<file path="config.mk">
export PLATFORM = sky130hd
export DESIGN_NAME = hexbs_frame_scheduler
export DESIGN_NICKNAME = d
export VERILOG_FILES = /design/src/rtl/hexbs_frame_scheduler.sv
export SDC_FILE = /design/constraint.sdc
export NUM_CORES = 1
export LEC_CHECK = 0
export CORE_UTILIZATION = 45
export CTS_CLUSTER_SIZE = 16
export DETAILED_ROUTE_END_ITERATION = 8
export PLACE_DENSITY_LB_ADDON = 0.1
export SYNTH_ARGS = -nofsm -noshare
export SYNTH_HDL_FRONTEND = slang
export SYNTH_SLANG_ARGS = --single-unit
</file>
<file path="constraint.sdc">
create_clock -name clk -period 3.55 [get_ports clk]
set_input_delay 0.355 -clock clk [delete_from_list [all_inputs] [get_ports clk]]
set_output_delay 0.355 -clock clk [all_outputs]
set_load 0.01 [all_outputs]
</file>
<file path="src/rtl/hexbs_frame_scheduler.sv">
`default_nettype none
// +----------------------------------------------------------------------------+
// | Module   : hexbs_frame_scheduler                                           |
// | Purpose  : Walks every MB of one frame in raster order through hexbs_top,  |
// |            streams each MV/SAD result and accumulates the frame SAD total. |
// | Revision : 1.0 - initial release                                           |
// +----------------------------------------------------------------------------+
module hexbs_frame_scheduler #(
  parameter int unsigned FRAME_WIDTH  = 352,
  parameter int unsigned FRAME_HEIGHT = 240,
  parameter int unsigned MB_SIZE      = 16,
  parameter int unsigned TIMEOUT_CYC  = 50000
) (
  input  logic              clk,
  input  logic              rst_n,
  input  logic              frame_start,
  input  logic [15:0]       frame_idx,
  output logic              busy,
  output logic              frame_done,
  output logic [31:0]       total_sad,
  output logic              err_timeout,
  output logic              err_frame,
  output logic              me_start,
  output logic [31:0]       me_frame_start_addr,
  output logic [31:0]       me_ref_start_addr,
  output logic [31:0]       me_mb_x,
  output logic [31:0]       me_mb_y,
  input  logic signed [5:0] me_mv_x,
  input  logic signed [5:0] me_mv_y,
  input  logic [15:0]       me_sad,
  input  logic              me_done,
  output logic              res_valid,
  input  logic              res_ready,
  output logic [7:0]        res_mb_row,
  output logic [7:0]        res_mb_col,
  output logic signed [5:0] res_mv_x,
  output logic signed [5:0] res_mv_y,
  output logic [15:0]       res_sad
);

  localparam int unsigned c_mb_cols      = FRAME_WIDTH / MB_SIZE;
  localparam int unsigned c_mb_rows      = FRAME_HEIGHT / MB_SIZE;
  localparam logic [31:0] c_frame_pixels = 32'(FRAME_WIDTH * FRAME_HEIGHT);
  localparam logic [7:0]  c_col_last     = 8'(c_mb_cols - 1);
  localparam logic [7:0]  c_row_last     = 8'(c_mb_rows - 1);
  localparam logic [31:0] c_wait_last    = 32'(TIMEOUT_CYC - 1);

  typedef enum logic [2:0] {
    S_IDLE   = 3'd0,
    S_LAUNCH = 3'd1,
    S_WAIT   = 3'd2,
    S_EMIT   = 3'd3,
    S_NEXT   = 3'd4,
    S_DONE   = 3'd5
  } state_t;

  state_t      r_state;
  state_t      w_state_next;
  logic [7:0]  r_col;
  logic [7:0]  r_row;
  logic [31:0] r_wait_cnt;
  logic [31:0] r_frame_addr;
  logic [31:0] r_ref_addr;
  logic [31:0] r_total_sad;
  logic        r_err_timeout;
  logic        r_err_frame;
  logic [7:0]  r_res_row;
  logic [7:0]  r_res_col;
  logic [5:0]  r_res_mv_x;
  logic [5:0]  r_res_mv_y;
  logic [15:0] r_res_sad;

  logic w_accept;
  logic w_reject;
  logic w_capture;
  logic w_timeout;
  logic w_last_mb;

  assign w_last_mb = (r_row == c_row_last) && (r_col == c_col_last);

  always_ff @(posedge clk or negedge rst_n) begin
    if (!rst_n) begin
      r_state <= S_IDLE;
    end else begin
      r_state <= w_state_next;
    end
  end

  always_comb begin
    w_state_next = r_state;
    w_accept     = 1'b0;
    w_reject     = 1'b0;
    w_capture    = 1'b0;
    w_timeout    = 1'b0;
    me_start     = 1'b0;
    res_valid    = 1'b0;
    frame_done   = 1'b0;
    busy         = 1'b0;
    case (r_state)
      S_IDLE: begin
        if (frame_start) begin
          if (frame_idx != 16'd0) begin
            w_accept     = 1'b1;
            w_state_next = S_LAUNCH;
          end else begin
            w_reject = 1'b1;
          end
        end
      end
      S_LAUNCH: begin
        busy         = 1'b1;
        me_start     = 1'b1;
        w_state_next = S_WAIT;
      end
      S_WAIT: begin
        busy = 1'b1;
        // A done seen in the first WAIT cycle belongs to the previous MB.
        if ((r_wait_cnt != 32'd0) && me_done) begin
          w_capture    = 1'b1;
          w_state_next = S_EMIT;
        end else if (r_wait_cnt == c_wait_last) begin
          w_timeout    = 1'b1;
          w_state_next = S_DONE;
        end
      end
      S_EMIT: begin
        busy      = 1'b1;
        res_valid = 1'b1;
        if (res_ready) begin
          w_state_next = S_NEXT;
        end
      end
      S_NEXT: begin
        busy         = 1'b1;
        w_state_next = w_last_mb ? S_DONE : S_LAUNCH;
      end
      S_DONE: begin
        frame_done   = 1'b1;
        w_state_next = S_IDLE;
      end
      default: begin
        w_state_next = S_IDLE;
      end
    endcase
  end

  always_ff @(posedge clk or negedge rst_n) begin
    if (!rst_n) begin
      r_col         <= 8'd0;
      r_row         <= 8'd0;
      r_wait_cnt    <= 32'd0;
      r_frame_addr  <= 32'd0;
      r_ref_addr    <= 32'd0;
      r_total_sad   <= 32'd0;
      r_err_timeout <= 1'b0;
      r_err_frame   <= 1'b0;
      r_res_row     <= 8'd0;
      r_res_col     <= 8'd0;
      r_res_mv_x    <= 6'd0;
      r_res_mv_y    <= 6'd0;
      r_res_sad     <= 16'd0;
    end else begin
      if (w_accept) begin
        r_frame_addr  <= 32'(frame_idx) * c_frame_pixels;
        r_ref_addr    <= 32'(frame_idx - 16'd1) * c_frame_pixels;
        r_total_sad   <= 32'd0;
        r_err_timeout <= 1'b0;
        r_err_frame   <= 1'b0;
        r_col         <= 8'd0;
        r_row         <= 8'd0;
      end
      if (w_reject) begin
        r_err_frame <= 1'b1;
      end
      if (r_state == S_LAUNCH) begin
        r_wait_cnt <= 32'd0;
      end else if (r_state == S_WAIT) begin
        r_wait_cnt <= r_wait_cnt + 32'd1;
      end
      if (w_capture) begin
        r_res_row   <= r_row;
        r_res_col   <= r_col;
        r_res_mv_x  <= me_mv_x;
        r_res_mv_y  <= me_mv_y;
        r_res_sad   <= me_sad;
        r_total_sad <= r_total_sad + {16'd0, me_sad};
      end
      if (w_timeout) begin
        r_err_timeout <= 1'b1;
      end
      if ((r_state == S_NEXT) && !w_last_mb) begin
        if (r_col == c_col_last) begin
          r_col <= 8'd0;
          r_row <= r_row + 8'd1;
        end else begin
          r_col <= r_col + 8'd1;
        end
      end
    end
  end

  assign total_sad           = r_total_sad;
  assign err_timeout         = r_err_timeout;
  assign err_frame           = r_err_frame;
  assign me_frame_start_addr = r_frame_addr;
  assign me_ref_start_addr   = r_ref_addr;
  assign me_mb_x             = {24'd0, r_col};
  assign me_mb_y             = {24'd0, r_row};
  assign res_mb_row          = r_res_row;
  assign res_mb_col          = r_res_col;
  assign res_mv_x            = r_res_mv_x;
  assign res_mv_y            = r_res_mv_y;
  assign res_sad             = r_res_sad;

endmodule
`default_nettype wire

</file>
==> flow_metrics.tcl, run 1 <==
set metrics [dict create \
    status "complete, but fails checks" \
    grt_max_degree 112 \
    skew_ps 17.4 \
    drt_iter0_drc 575 \
    cts_buffers 17 \
    route.layer.met1.wl_um 16300 \
    numPortBuffers 192 \
    fmaxAchievable_mhz 221 \
    area_delta_synth_final_pct 41.2 \
    utilization_pct 64.9 \
    hp-class "input pin to flip-flop" \
    power_density_nw_per_um2 649 \
    die_x_um 173 \
    ys.flop_type "dfrtp_1" \
    yosysSeqAreaShare_pct 33.1 \
    slew_headroom_pct 56.8 \
    setup_viol_count_final 17 \
    hold-worst-slack_ps 320 \
    totalWireLength_um 35800 \
    hold-path-cell-count 4 \
    tightestPinTransition_ps 646 \
    clock_latency_ps 450 \
    synth-async-reset-ratio_pct 100 \
    initial_utilization_pct 46.0 \
    postSynthAreaPerCell_sq_um 8.90 \
    dp_slack_ps -1800 \
    root_buffer "clkbuf_16" \
    synth_cell_types 76 \
    cp_data_required_time_ps 3870 \
    grt_pass1_vias 11616 \
    dr.pass1.iters 5 \
    grt_pass1_wl_um 58900 \
    slew_violations 0 \
    vias_per_cell 5.13 \
    syn_inst 1487 \
    peakVddDrop_uv 373 \
    rr_endpoint "total_sad[28]" \
    routed.top_layer "met4" \
    arrival_ps 4850 \
    finalHoldViolations 0 \
    setup.worst_path.start_class "input pin" \
    num_vias 11671 \
    antenna_found_initial 0 \
    die_y_um 173 \
    regArea_sq_um 4380 \
    ff2ff_path_depth 12 \
    drv_cap 0 \
    wl_met3_um 1300 \
    htree_num_levels 4 \
    num_rows 62 \
    wire_per_inst_um 15.8 \
    ys_seq_elements 175 \
    critPathCaptureType "flip-flop" \
    final_nets 2120 \
    synth_edf_count 0 \
    ys_warn_count 0 \
    n_fill_cell 2345 \
    crit_type "input pin to flip-flop" \
    fin_setup_tns_ps -10580 \
    n_antenna_cell 0 \
    coreArea_sq_um 28800 \
    io_pins 259 \
    clk_path_buf_depth 2 \
    synthesis.area_sq_um 13200 \
    grtUsageTotal_pct 24.0 \
    multi_input_area_sq_um 8920 \
    cts_tree "yes" \
    worst_slack_ps -976 \
    ant_nets 0 \
    drive_gt1_share_pct 22.0 \
    hpwlAfterDp_um 26000 \
    r2r_slack_ps 370 \
    crit_fanout 3 \
    finalPower_uw 12100 \
    r2r_start "total_sad[0]" \
    min_period_over_period_pct 127 \
    path_clk_slew_ps 90 \
    hold_path_end "me_ref_start_addr[9]" \
    dieArea_sq_um 30100 \
    met2WireLength_um 17500 \
    gp_congestion 0.875 \
    hold_start "frame_idx[0]" \
    rsz0062_at_grt "true" \
    drcViolationCount 0 \
    violations "negative setup slack" \
    p_leak_uw 0.00906 \
    overflow 0 \
    min_period_ps 4530 \
    cts_sinks 175 \
]
-- final cells by class --
| class | count | area share (%) |
|---|---|---|
| multi-input combinational | 1126 | 47.7 |
| timing repair buffer | 415 | 20.1 |
| tap | 384 | 2.57 |
| sequential | 175 | 23.4 |
| clock inverter | 15 | 1.02 |
| inverter | 142 | 2.88 |
| clock buffer | 17 | 2.28 |
-- Yosys cell counts, types with 7 or more instances --
library cell	n	share of area, %
buf_4	66	3.7
nor4_1	10	0.47
inv_1	142	4.0
or3_1	11	0.52
clkbuf_1	34	0.96
nand3_1	51	1.9
nor3_1	20	0.76
mux2i_1	11	0.83
o31ai_1	24	1.4
nor2_1	48	1.4
nand2_1	272	7.7
dfrtp_1	175	33
fa_1	43	6.5
xor2_1	34	2.3
o211ai_1	17	0.96
ha_1	151	14
nand4_1	17	0.80
and3_1	17	0.80
xnor2_1	46	3.0
nand2b_1	8	0.38
a211oi_1	7	0.40
a21oi_1	33	1.2
a21o_1	27	1.5
o21a_1	12	0.68
o21ai_0	117	4.4
-- metrics by stage --
| stage | cell area, sq um | instances |
|---|---|---|
| floorplan | 13700 | 1552 |
| global placement | 16900 | 2206 |
| detailed placement | 16900 | 2206 |
| CTS | 18300 | 2258 |
| global route | 18700 | 2274 |
| finish | 18700 | 2274 |
-- layout by cell type, fill, tap and decap left out, types with 23 or more instances in the layout --
cell and instances:
inv_1 127, conb_1 66, a21o_1 27, clkdlybuf4s50_1 179, ha_4 44, fa_1 42, buf_4 189, xnor2_1 35
nand2_1 267, buf_6 28, dfrtp_1 175, nor2_1 40, ha_1 105, xor2_1 32, o31ai_1 24, o21ai_0 95
nand3_1 50, a21oi_1 23
-- repair_timing --
item	4_1_cts	5_1_grt
endpoints found under the hold margin	27	0
gates resized for setup	150	67
setup buffers	20	19
pin swaps	69	65
endpoints found under the setup margin	27	24
hold buffers	1	0
-- flip-flops by register name, summed over array words and instances (netlist names) --
| name | count |
|---|---|
| res_sad | 16 |
| r_wait_cnt | 32 |
| err_frame | 1 |
| err_timeout | 1 |
| me_frame_start_addr | 23 |
| res_mb_row | 8 |
| res_mv_y | 6 |
| me_ref_start_addr | 23 |
| res_mb_col | 8 |
| res_mv_x | 6 |
| r_row | 8 |
| total_sad | 32 |
| r_col | 8 |
| r_state | 3 |
-- how the worst max path moves through the flow --
stage,startpoint,to,slack (ps)
2_1_floorplan,frame_idx[3],me_ref_start_addr[28],-1270
3_3_place_gp,frame_idx[3],me_ref_start_addr[30],-1700
3_5_place_dp,frame_idx[0],me_ref_start_addr[29],-1800
4_1_cts,frame_idx[2],me_ref_start_addr[28],-900
5_1_grt,frame_idx[2],me_ref_start_addr[30],-1150
6_report,frame_idx[2],me_ref_start_addr[28],-980
-- critical path: stages --
cell,delay [ps]
buf_6,100
or4_4,540
nand3b_1,230
or3_4,420
xnor2_2,140
ha_1,290
inv_2,40
fa_1,470
fa_1,530
inv_2,50
ha_4,240
ha_4,240
a21o_1,170
a21o_1,170
a221o_1,400
a311oi_2,230
xor2_1,170
o21ai_1,70
-- where the power goes --
| group | switching, uW | internal [uW] |
|---|---|---|
| registers | 370 | 2560 |
| logic | 3480 | 3760 |
| clock network | 1000 | 966 |
-- layer usage --
layer / vias up / GRT usage, %
met2: 255 / 40.8
met5: - / 0
met3: 63 / 3.84
met4: 0 / 7.15
met1: 5624 / 31.4
li1: 5729 / -
-- cells by family after synthesis --
kind of cell | share of synthesized area [%]
adder cells (fa/ha/maj) | 20.8
flip-flops | 33.1
AO/OA/AOI/OAI | 13.7
buffers and inverters | 9.15
XOR/XNOR | 5.42
other | 0.0283
multiplexers | 1.00
AND/OR/NAND/NOR | 16.8
(Power assumes the default switching activity.)
==> run 2: changes to the inputs <==
Settings changed: REMOVE_ABC_BUFFERS set to 1.
==> flow_metrics.tcl, run 2 (synthesis gave the netlist of run 1 again) <==
set metrics [dict create \
    finalHoldViolations 0 \
    critPathCaptureType "flip-flop" \
    swShare_pct 39.1 \
    rsz0062_at_grt "true" \
    ant_nets 0 \
    grt_pass1_vias 10887 \
    area_delta_synth_final_pct 39.1 \
    hold-worst-slack_ps 276 \
    htree_num_levels 4 \
    gp_congestion 0.818 \
    cp_data_required_time_ps 3880 \
    p_int_uw 7120 \
    netSwitchingPower_uw 4570 \
    power_density_nw_per_um2 635 \
    drv_cap 0 \
    cts_tree "yes" \
    grtUsageTotal_pct 21.4 \
    status "complete, but fails checks" \
    slew_headroom_pct 51.1 \
    p_leak_uw 0.00898 \
    num_rows 62 \
    path_clk_slew_ps 80 \
    wire_per_inst_um 14.5 \
    overflow 0 \
    drcViolationCount 0 \
    numPortBuffers 192 \
    peakVddDrop_uv 388 \
    finalPower_uw 11700 \
    final_nets 2101 \
    cts_sinks 175 \
    crit_fanout 4 \
    power_frac_seq_pct 24.9 \
    cts_buffers 17 \
    r2r_start "total_sad[0]" \
    final_cell_mix "nand2_1, clkdlybuf4s50_1, dfrtp_1, buf_4, inv_1" \
    io_pins 259 \
    final_common_cell "nand2_1" \
    slew_violations 0 \
    totalWireLength_um 32600 \
    violations "negative setup slack" \
    initial_utilization_pct 46.0 \
    die_x_um 173 \
    hp-class "input pin to flip-flop" \
    die_y_um 173 \
    worst_slack_ps -959 \
    tightestPinTransition_ps 732 \
    root_buffer "clkbuf_16" \
    fmaxAchievable_mhz 222 \
    drt_iter0_drc 663 \
    hpwlAfterDp_um 23400 \
    grt_max_degree 85 \
    p_clk_share_pct 16.7 \
    grt_pass1_wl_um 53100 \
    startpoint "frame_idx[3]" \
    dr.pass1.iters 4 \
    setup_viol_count_final 18 \
    antenna_found_initial 2 \
    num_vias 11398 \
    min_period_ps 4510 \
    vias_per_cell 5.05 \
    clock_latency_ps 450 \
    dieArea_sq_um 30100 \
    hold_start "frame_idx[0]" \
    skew_ps 15.7 \
    drive_gt1_share_pct 20.3 \
    arrival_ps 4840 \
    setup.worst_path.start_class "input pin" \
    crit_type "input pin to flip-flop" \
    min_period_over_period_pct 127 \
    coreArea_sq_um 28800 \
    fin_setup_tns_ps -9510 \
    combPwrFrac_pct 58.4 \
    clk_path_buf_depth 2 \
]
==> run 2: power by group through the flow <==
stage	Combinational (uW)	Clock [uW]	Sequential [uW]
global route	7510	2070	3000
detailed placement	5860	0	2950
floorplan	2840	0	3160
finish	6830	1960	2910
CTS	6280	2010	2920
global placement	5770	0	2930
==> run 2: repair_timing <==
action,CTS,global route
setup endpoints to repair,28,27
hold buffers,1,0
buffers inserted,3,20
pin swaps,39,74
hold endpoints to repair,71,0
gates resized for setup,79,136
==> run 2: routing by layer <==
layer	track usage (%)	share of wire, %
met2	35.4	49
met5	0	0
met4	5.46	1.2
met3	3.18	3.2
met1	29.4	47
==> run 2: per-stage QoR <==
step / std cells / setup WS [ps] / util (%) / cell area (sq um)
final: 2256 / -959 / 64.0 / 18400
after global routing: 2256 / -1140 / 64.0 / 18400
after CTS: 2236 / -944 / 61.3 / 17600
after detailed placement: 2201 / -1960 / 57.9 / 16700
after global placement: 2201 / -1880 / 57.9 / 16700
after floorplan: 1443 / -5280 / - / 12800
==> run 2: area by class of cell <==
| cell class | instances | area (sq um) |
|---|---|---|
| Antenna cell | 1 | 2.50 |
| Inverter | 142 | 538 |
| Clock inverter | 14 | 169 |
| Sequential cell | 175 | 4380 |
| Fill cell | 2379 | 10400 |
| Tap cell | 384 | 480 |
| Multi-Input combinational cell | 1126 | 8800 |
| Timing Repair Buffer | 396 | 3600 |
| Clock buffer | 18 | 439 |
==> run 2: worst paths after layout <==
path | to | slack [ps] | depth (start not counted)
worst max-delay path | me_ref_start_addr[31] | -960 | 21
worst min-delay path | me_ref_start_addr[9] | 280 | 3
worst min register to register | me_frame_start_addr[12] | 480 | 2
min in group asynchronous | res_mv_y[0] | 500 | 2
max in group asynchronous | r_state[2] | 2110 | 3
worst max register to register | total_sad[30] | 380 | 12
==> run 2: critical path: stages <==
cell and delay [ps]:
buf_6 90, or4_4 530, nand3b_1 230, buf_6 170, xnor2_2 130, ha_1 300
inv_2 40, fa_1 520, inv_1 50, fa_1 510, ha_4 210, ha_4 280
nand4_1 130, buf_4 170, a2111oi_4 220, a211oi_2 110, o21ai_2 210, nand2_1 80
a31o_2 250, xnor2_1 150, o21ai_1 90
==> run 3: changes to the inputs <==
Settings changed: ABC_CLOCK_PERIOD_IN_PS set to 3550, CTS_CLUSTER_DIAMETER set to 60.
==> results of run 3 <==
Final layout, timing and power as in run 2 (identical DEF).
